### config.mk
export PLATFORM = sky130hd
export DESIGN_NAME = serial_work_receiver_flat
export DESIGN_NICKNAME = d
export VERILOG_FILES = /design/src/rtl/serial_work_receiver_pkg.sv /design/src/rtl/serial_work_receiver_if.sv /design/src/rtl/serial_work_receiver_uart_rx_byte.sv /design/src/rtl/serial_work_receiver.sv /design/src/flat_wrapper.sv
export SDC_FILE = /design/constraint.sdc
export NUM_CORES = 2
export LEC_CHECK = 0
export CORE_MARGIN = 2
export CORE_UTILIZATION = 35
export DETAILED_ROUTE_END_ITERATION = 16
export PLACE_DENSITY_LB_ADDON = 0.1
export SETUP_SLACK_MARGIN = 0.3
export SLEW_MARGIN = 20
export SYNTH_ARGS = -nofsm -noshare
export SYNTH_HDL_FRONTEND = slang
export SYNTH_SLANG_ARGS = --single-unit
### constraint.sdc
create_clock -name clk -period 2.3 [get_ports clk]
set_clock_uncertainty 0.15 [all_clocks]
set_input_delay 0.46 -clock clk [delete_from_list [all_inputs] [get_ports clk]]
set_output_delay 0.46 -clock clk [all_outputs]
set_load 0.005 [all_outputs]
### src/rtl/serial_work_receiver_pkg.sv
// Shared definitions for the getwork serial receiver.
//  - Bit-timing helpers: BIT_PERIOD = clk_hz / baud (floor), HALF = BIT_PERIOD / 2.
//  - Byte-level receiver FSM state encoding.
//  - Getwork frame constants: 84-byte frame and the DYNPLL header value.
package serial_work_receiver_pkg;

   localparam int          GETWORK_BYTES = 84;
   localparam logic [15:0] DYNPLL_HEADER = 16'h55aa;

   typedef enum logic [1:0] {
      ST_IDLE  = 2'd0,
      ST_START = 2'd1,
      ST_DATA  = 2'd2,
      ST_STOP  = 2'd3
   } rx_state_t;

   function automatic int calc_bit_period(input int clk_hz, input int baud);
      return clk_hz / baud;
   endfunction

   function automatic int calc_half_period(input int clk_hz, input int baud);
      return (clk_hz / baud) / 2;
   endfunction

endpackage

### src/rtl/serial_work_receiver_if.sv
// Output bundle of the getwork receiver plus the serial input line.
//  RxD            serial line into the receiver (idle high)
//  rx_data        last complete frame, first byte at [7:0]
//  rx_done        1-cycle pulse when rx_data takes a new frame
//  rx_byte        last good byte
//  rx_byte_valid  1-cycle pulse per good byte
//  frame_error    1-cycle pulse on bad stop bit or inter-byte timeout
//  busy           frame partially received or byte in flight
// Modports: master = receiver side, slave = host/consumer side.
// NUM_BYTES must match the receiver's num_bytes parameter.
interface serial_work_receiver_if #(
   parameter int NUM_BYTES = 84
);
   logic                   RxD;
   logic [8*NUM_BYTES-1:0] rx_data;
   logic                   rx_done;
   logic [7:0]             rx_byte;
   logic                   rx_byte_valid;
   logic                   frame_error;
   logic                   busy;

   modport master (
      input  RxD,
      output rx_data, rx_done, rx_byte, rx_byte_valid, frame_error, busy
   );

   modport slave (
      output RxD,
      input  rx_data, rx_done, rx_byte, rx_byte_valid, frame_error, busy
   );
endinterface

### src/rtl/serial_work_receiver_uart_rx_byte.sv
// uart_rx_byte: 8N1 byte deserialiser.
//  clk, reset       clock and synchronous active-high reset
//  rxd_async        raw serial input (idle high), synchronised internally
//  data_byte        assembled byte, valid while byte_strobe is high
//  byte_strobe      high for the single cycle the stop bit is sampled as 1
//  stop_err_strobe  high for the single cycle the stop bit is sampled as 0
//  start_det        start edge seen this cycle (IDLE and line low)
//  rx_idle          FSM is in IDLE
//  in_flight        a confirmed start bit is being received (DATA/STOP)
// Strobes are decoded from registered state so the parent can register
// its outputs on the very edge after the stop-bit sample.
module uart_rx_byte
   import serial_work_receiver_pkg::*;
#(
   parameter int BIT_PERIOD = 868,
   parameter int HALF       = 434
)(
   input  logic       clk,
   input  logic       reset,
   input  logic       rxd_async,
   output logic [7:0] data_byte,
   output logic       byte_strobe,
   output logic       stop_err_strobe,
   output logic       start_det,
   output logic       rx_idle,
   output logic       in_flight
);

   localparam int TW = $clog2(BIT_PERIOD + 1);

   logic            rxd_meta_reg;
   logic            rxd_sync_reg;
   rx_state_t       state_reg;
   logic [TW-1:0]   timer_reg;
   logic [2:0]      bit_idx_reg;
   logic [7:0]      shift_reg;
   logic            wait_high_reg;   // after a framing error, hold off until the line returns high

   logic            bit_tick;
   logic            half_tick;

   assign bit_tick  = (timer_reg == TW'(BIT_PERIOD - 1));
   assign half_tick = (timer_reg == TW'(HALF - 1));

   always_ff @(posedge clk) begin
      if (reset) begin
         rxd_meta_reg  <= 1'b1;
         rxd_sync_reg  <= 1'b1;
         state_reg     <= ST_IDLE;
         timer_reg     <= '0;
         bit_idx_reg   <= '0;
         shift_reg     <= '0;
         wait_high_reg <= 1'b0;
      end else begin
         rxd_meta_reg <= rxd_async;
         rxd_sync_reg <= rxd_meta_reg;
         case (state_reg)
            ST_IDLE: begin
               timer_reg <= '0;
               if (wait_high_reg) begin
                  if (rxd_sync_reg)
                     wait_high_reg <= 1'b0;
               end else if (!rxd_sync_reg) begin
                  state_reg <= ST_START;
               end
            end
            ST_START: begin
               if (half_tick) begin
                  timer_reg <= '0;
                  // Line must still be low at mid start bit, otherwise it was a glitch
                  if (!rxd_sync_reg) begin
                     state_reg   <= ST_DATA;
                     bit_idx_reg <= '0;
                  end else begin
                     state_reg <= ST_IDLE;
                  end
               end else begin
                  timer_reg <= timer_reg + 1'b1;
               end
            end
            ST_DATA: begin
               if (bit_tick) begin
                  timer_reg <= '0;
                  shift_reg <= {rxd_sync_reg, shift_reg[7:1]};   // LSB first
                  if (bit_idx_reg == 3'd7)
                     state_reg <= ST_STOP;
                  else
                     bit_idx_reg <= bit_idx_reg + 1'b1;
               end else begin
                  timer_reg <= timer_reg + 1'b1;
               end
            end
            ST_STOP: begin
               if (bit_tick) begin
                  timer_reg <= '0;
                  state_reg <= ST_IDLE;
                  if (!rxd_sync_reg)
                     wait_high_reg <= 1'b1;
               end else begin
                  timer_reg <= timer_reg + 1'b1;
               end
            end
            default: state_reg <= ST_IDLE;
         endcase
      end
   end

   assign data_byte       = shift_reg;
   assign byte_strobe     = (state_reg == ST_STOP) && bit_tick && rxd_sync_reg;
   assign stop_err_strobe = (state_reg == ST_STOP) && bit_tick && !rxd_sync_reg;
   assign start_det       = (state_reg == ST_IDLE) && !wait_high_reg && !rxd_sync_reg;
   assign rx_idle         = (state_reg == ST_IDLE);
   assign in_flight       = (state_reg == ST_DATA) || (state_reg == ST_STOP);

endmodule

### src/rtl/serial_work_receiver.sv
// serial_work_receiver: getwork frame receiver (UART + frame assembler).
//  clk    single clock
//  reset  synchronous, active-high
//  bus    serial_work_receiver_if.master: RxD in; rx_data, rx_done, rx_byte,
//         rx_byte_valid, frame_error, busy out
// Good bytes shift into a shadow register from the top, so after num_bytes
// bytes the first byte sits at [7:0]. rx_data is loaded only on frame
// completion, never with a partial word. A partial frame is dropped on a
// bad stop bit or after timeout_bits idle bit periods between bytes.
module serial_work_receiver
   import serial_work_receiver_pkg::*;
#(
   parameter int comm_clk_frequency = 100_000_000,
   parameter int baud_rate          = 115_200,
   parameter int num_bytes          = GETWORK_BYTES,
   parameter int timeout_bits       = 100
)(
   input  logic                  clk,
   input  logic                  reset,
   serial_work_receiver_if.master bus
);

   localparam int BIT_PERIOD     = calc_bit_period(comm_clk_frequency, baud_rate);
   localparam int HALF           = calc_half_period(comm_clk_frequency, baud_rate);
   localparam int TIMEOUT_CYCLES = timeout_bits * BIT_PERIOD;
   localparam int CW             = $clog2(TIMEOUT_CYCLES + 1);
   localparam int BCW            = $clog2(num_bytes + 1);

   logic [7:0]                  data_byte;
   logic                        byte_strobe;
   logic                        stop_err_strobe;
   logic                        start_det;
   logic                        rx_idle;
   logic                        in_flight;

   logic [num_bytes-1:0][7:0]   shadow_reg;
   logic [num_bytes-1:0][7:0]   shadow_next;
   logic [BCW-1:0]              byte_count_reg;
   logic [CW-1:0]               idle_cnt_reg;
   logic [8*num_bytes-1:0]      rx_data_reg;
   logic                        rx_done_reg;
   logic [7:0]                  rx_byte_reg;
   logic                        rx_byte_valid_reg;
   logic                        frame_error_reg;

   logic                        idle_active;
   logic                        timeout_hit;
   logic                        last_byte;

   uart_rx_byte #(
      .BIT_PERIOD (BIT_PERIOD),
      .HALF       (HALF)
   ) u_rx (
      .clk             (clk),
      .reset           (reset),
      .rxd_async       (bus.RxD),
      .data_byte       (data_byte),
      .byte_strobe     (byte_strobe),
      .stop_err_strobe (stop_err_strobe),
      .start_det       (start_det),
      .rx_idle         (rx_idle),
      .in_flight       (in_flight)
   );

   // Each lane takes its upper neighbour; the new byte enters the top lane.
   for (genvar gi = 0; gi < num_bytes; gi++) begin : g_lane
      if (gi == num_bytes - 1) begin : g_top
         assign shadow_next[gi] = data_byte;
      end else begin : g_mid
         assign shadow_next[gi] = shadow_reg[gi + 1];
      end
   end

   assign idle_active = (byte_count_reg != '0) && rx_idle;
   // Evaluated before the start-bit clear, so expiry coinciding with a start edge still fires
   assign timeout_hit = idle_active && (idle_cnt_reg == CW'(TIMEOUT_CYCLES - 1));
   assign last_byte   = (byte_count_reg == BCW'(num_bytes - 1));

   always_ff @(posedge clk) begin
      if (reset) begin
         shadow_reg        <= '0;
         byte_count_reg    <= '0;
         idle_cnt_reg      <= '0;
         rx_data_reg       <= '0;
         rx_done_reg       <= 1'b0;
         rx_byte_reg       <= '0;
         rx_byte_valid_reg <= 1'b0;
         frame_error_reg   <= 1'b0;
      end else begin
         rx_done_reg       <= 1'b0;
         rx_byte_valid_reg <= 1'b0;
         frame_error_reg   <= 1'b0;

         if (stop_err_strobe) begin
            frame_error_reg <= 1'b1;
            byte_count_reg  <= '0;
         end else if (byte_strobe) begin
            shadow_reg        <= shadow_next;
            rx_byte_reg       <= data_byte;
            rx_byte_valid_reg <= 1'b1;
            if (last_byte) begin
               rx_data_reg    <= shadow_next;
               rx_done_reg    <= 1'b1;
               byte_count_reg <= '0;
            end else begin
               byte_count_reg <= byte_count_reg + 1'b1;
            end
         end else if (timeout_hit) begin
            frame_error_reg <= 1'b1;
            byte_count_reg  <= '0;
         end

         if (timeout_hit || start_det || !idle_active)
            idle_cnt_reg <= '0;
         else
            idle_cnt_reg <= idle_cnt_reg + 1'b1;
      end
   end

   assign bus.rx_data       = rx_data_reg;
   assign bus.rx_done       = rx_done_reg;
   assign bus.rx_byte       = rx_byte_reg;
   assign bus.rx_byte_valid = rx_byte_valid_reg;
   assign bus.frame_error   = frame_error_reg;
   assign bus.busy          = (byte_count_reg != '0) || in_flight;

endmodule
### src/flat_wrapper.sv
// flat-port wrapper written by rule: the top's interface ports become plain ports
module serial_work_receiver_flat import serial_work_receiver_pkg::*;
#(
   parameter int comm_clk_frequency = 100_000_000,
   parameter int baud_rate          = 115_200,
   parameter int num_bytes          = GETWORK_BYTES,
   parameter int timeout_bits       = 100
)
  (clk, reset, bus_RxD, bus_rx_data, bus_rx_done, bus_rx_byte, bus_rx_byte_valid, bus_frame_error, bus_busy);
  serial_work_receiver_if bus_i ();
  input  logic clk;
  input  logic reset;
  input wire logic [$bits(bus_i.RxD)-1:0] bus_RxD;
  output wire logic [$bits(bus_i.rx_data)-1:0] bus_rx_data;
  output wire logic [$bits(bus_i.rx_done)-1:0] bus_rx_done;
  output wire logic [$bits(bus_i.rx_byte)-1:0] bus_rx_byte;
  output wire logic [$bits(bus_i.rx_byte_valid)-1:0] bus_rx_byte_valid;
  output wire logic [$bits(bus_i.frame_error)-1:0] bus_frame_error;
  output wire logic [$bits(bus_i.busy)-1:0] bus_busy;
  assign bus_i.RxD = bus_RxD;
  assign bus_rx_data = bus_i.rx_data;
  assign bus_rx_done = bus_i.rx_done;
  assign bus_rx_byte = bus_i.rx_byte;
  assign bus_rx_byte_valid = bus_i.rx_byte_valid;
  assign bus_frame_error = bus_i.frame_error;
  assign bus_busy = bus_i.busy;
  serial_work_receiver #(.comm_clk_frequency(comm_clk_frequency), .baud_rate(baud_rate), .num_bytes(num_bytes), .timeout_bits(timeout_bits)) u_core (.clk(clk), .reset(reset), .bus(bus_i));
endmodule
==> results.toml <==
[power]
seqPwrFrac_pct = 48.8
switching_power_w = 0.0105
internal_power_summed_over_all_cells_w = 0.0387
worst_ir_drop_vdd_uv = 572
power.switching_fraction_pct = 21.3
p_per_area_nw_per_um2 = 737
leakage_nw = 23.3
clock_power_share_pct = 50.1
pwr-share-comb_pct = 1.1

[placed_design]
dp_hpwl_um = 101000
placement.io_buffers = 686
post-place-cells = 8255
place_congestion = 0.810
place_worst_setup_slack_ns = -0.128

[critical_path]
path_cells = "or3b_4 -> or4_4 -> nor2_4 -> buf_12 -> buf_16 -> buf_12 -> buf_16 -> buf_12 -> nand2_4 -> a21oi_2"
cpLargestDelayFamily = "simple AND/OR/NAND/NOR gates"
cpPeakStageDelay_ns = 0.52
worstSetupPathType = "reg -> reg"
arrival_ns = 3.02
critical_path_buf_inv_count = 5
crit_path_start_kind = "flip-flop"
worst-path-max-fanout = 11
endpoint_kind = "flip-flop"
r2r_setup_slk_ns = -0.17
path_common_cell = "buf_12"
cpMaxStageDelayCell = "or4_4"
worst_ep_required_time_ns = 2.86

[detailed_routing]
route.detailed.vias_per_inst = 4.91
vias = 42600
wl_um = 168000
drc = 0
drt-initial-drc-count = 3118
post_drt_wl_per_cell_um = 19.3
detail_route.first_pass.iterations = 5
drt.antenna.violating_nets = 0

[global_routing]
grt_pass1_wl_um = 244000
pin_count_of_the_biggest_net_entering_global_routing = 117
antenna_found_initial = 0
grt_pass1_vias = 40200
grt_usage_pct = 22.2
grt-ovfl-total = 0

[synthesis]
ys_seq_area_share_pct = 58.3
synth_enable_flop_cells = 0
syn_avg_cell_area_um2 = 7.86
yosys_register_bits = 1389
yosysWarnings = 0
synth-xor-area-share_pct = 0.422
synth_compound_gate_area_share_pct = 14.4
synth-main-ff-cell = "dfxtp_1"
synthArstFlopShare_pct = 0
synth_top_family_by_area = "simple AND/OR/NAND/NOR gates"
synth_cells = 6072
post_synth_and_or_nand_nor_area_fraction_pct = 22.4
adder_cell_share_of_the_synthesized_area_pct = 0.184
synthesis.nets = 6082
post_synth_mux_area_share_pct = 0.168
netlist-cell-type-count = 40
synth.cell_area_um2 = 47700

[sta]
fin_tns_setup_ns = -74.09
max_clock_freq_ghz = 0.405
setup_repair_after_global_routing_missed_its_margin = "yes"
setup_violations = 911
layout_worst_path_cycle_share_pct = 107
timing.final.max_slew_violations = 0
finalHoldViolations = 0
period_minus_slack_ns = 2.47
worst_slack_ns = -0.167
worstMarginPinSlew_ns = 0.566
slew-limit-headroom_pct = 62.3

[floorplan]
floorplan.die_area_um2 = 139000
placement_rows = 135
coreArea_um2 = 135000
die_w_um = 373
fp.dieH_um = 373
initial_utilization_pct = 35.2
top_level_port_count = 687

[cts]
cts_made_buffers = 150
clkSinkCount = 1389
cts_tree = "built"
ctsHtreeMaxLevel = 4
clock_transition_at_the_registers_of_the_reported_paths_ns = 0.06
clk_root_buffer_cell = "clkbuf_16"
cts_max_path_buffers = 3
clkLatencyLatePin_ns = 0.77

[status]
failed_checks = "setup timing"
status = "finished with violations"

[cells_and_area]
post-route-util_pct = 49.3
nets = 6785
largest_register_ff_count = 672
layout.cells.most_common_list = "2578 x nand2_1, 1309 x dfxtp_1, 1220 x a21oi_1, 569 x clkdlybuf4s50_1, 192 x clkbuf_16"
instances_no_fill = 8672
drive_gt1_share_pct = 14.6
fillers = 13100
commonest_non_fill_non_tap_cell_in_the_layout = "nand2_1"
area_growth_pct = 39.9
antenna-diode-count = 0

[hold_path]
worst_hold_path_type = "in -> reg"

[job]
number_of_max_capacitance_violations_reported = 0
-- path summary, 6_finish.rpt --
check                                           start                                   end  cells after the start
setup / recovery  u_core.u_rx.timer_reg[2]$_SDFF_PP0_  u_core.bus.rx_data[278]$_SDFFE_PP0P_                     10
hold reg to reg   u_core.u_rx.rxd_meta_reg$_SDFF_PP1_   u_core.u_rx.rxd_sync_reg$_SDFF_PP1_                      1
setup reg to reg  u_core.u_rx.timer_reg[2]$_SDFF_PP0_  u_core.bus.rx_data[278]$_SDFFE_PP0P_                     10
hold / removal                                bus_RxD   u_core.u_rx.rxd_meta_reg$_SDFF_PP1_                      2
-- layout make-up --
class,count,area [um2],share of cell area [%]
well taps,1781,2230,3.34
flip-flops and latches,1389,28000,42.0
clock buffers,230,4560,6.83
multi-input cells,4209,19100,28.7
clock inverters,38,468,0.701
inverters,11,41.3,0.0619
repair buffers,1014,12300,18.4
-- power groups by stage --
stage	logic, W	registers (W)	clock network, W
floorplan	0.000329	0.0246	0
global placement	0.000534	0.0246	0
detailed placement	0.000532	0.0246	0
CTS	0.000538	0.0240	0.0252
global route	0.000593	0.0240	0.0262
finish	0.000549	0.0240	0.0246
-- Yosys cell counts (4+ instances only) --
| cell type | number | share of area, % |
|---|---|---|
| xor2_1 | 10 | 0.18 |
| nor2_1 | 47 | 0.37 |
| a211oi_1 | 5 | 0.079 |
| dfxtp_1 | 1389 | 58 |
| a21oi_1 | 1349 | 14 |
| xnor2_1 | 13 | 0.24 |
| buf_2 | 74 | 0.78 |
| or2_2 | 6 | 0.079 |
| and3_1 | 5 | 0.066 |
| nand4_1 | 9 | 0.12 |
| buf_6 | 9 | 0.21 |
| ha_1 | 7 | 0.18 |
| nand2_1 | 2685 | 21 |
| mux2i_1 | 8 | 0.17 |
| nor3_1 | 9 | 0.094 |
| buf_4 | 9 | 0.14 |
| clkbuf_1 | 370 | 2.9 |
| nor4_1 | 5 | 0.066 |
| o21ai_0 | 4 | 0.042 |
| nand3_1 | 20 | 0.21 |
| inv_1 | 11 | 0.087 |
-- per-layer routing --
metal,global-route usage [%],up-vias,routed length (um)
li1,-,21000,-
met1,30.3,20300,77500
met2,35.1,997,76200
met3,4.83,217,9670
met4,6.39,0,4180
met5,0,-,0
-- worst reg2reg max path, cell delays in order (launching register included) --
cell	delay, ns
dfxtp_2	0.32
or3b_4	0.40
or4_4	0.52
nor2_4	0.14
buf_12	0.14
buf_16	0.18
buf_12	0.19
buf_16	0.14
buf_12	0.11
nand2_4	0.03
a21oi_2	0.10
-- what timing repair did --
item / in CTS / in global routing
gates cloned: 45 / 41
endpoints found under the setup margin: 2033 / 1954
hold buffers: 1 / 0
hold endpoints to repair: 16 / 0
resized for setup: 742 / 277
setup buffers: 29 / 33
pin swaps: 63 / 164
-- cell families (layout without fill, tap and decap cells) --
| family | count (synthesis) | after routing |
|---|---|---|
| xor+xnor | 23 | 23 |
| flops | 1389 | 1389 |
| fa+ha+maj | 7 | 7 |
| compound gates | 1366 | 1366 |
| mux | 8 | 8 |
| simple gates | 2805 | 2805 |
| buf+inv | 474 | 1293 |
-- stage by stage --
stage	power [W]	area [um2]	hold slack, ns
finish	0.0492	66800	0.125
global route	0.0507	66800	0.0882
CTS	0.0497	64400	0.0534
detailed placement	0.0251	57400	0.248
global placement	0.0251	57400	0.251
floorplan	0.0249	47900	0.239
(Power assumes the default switching activity.)
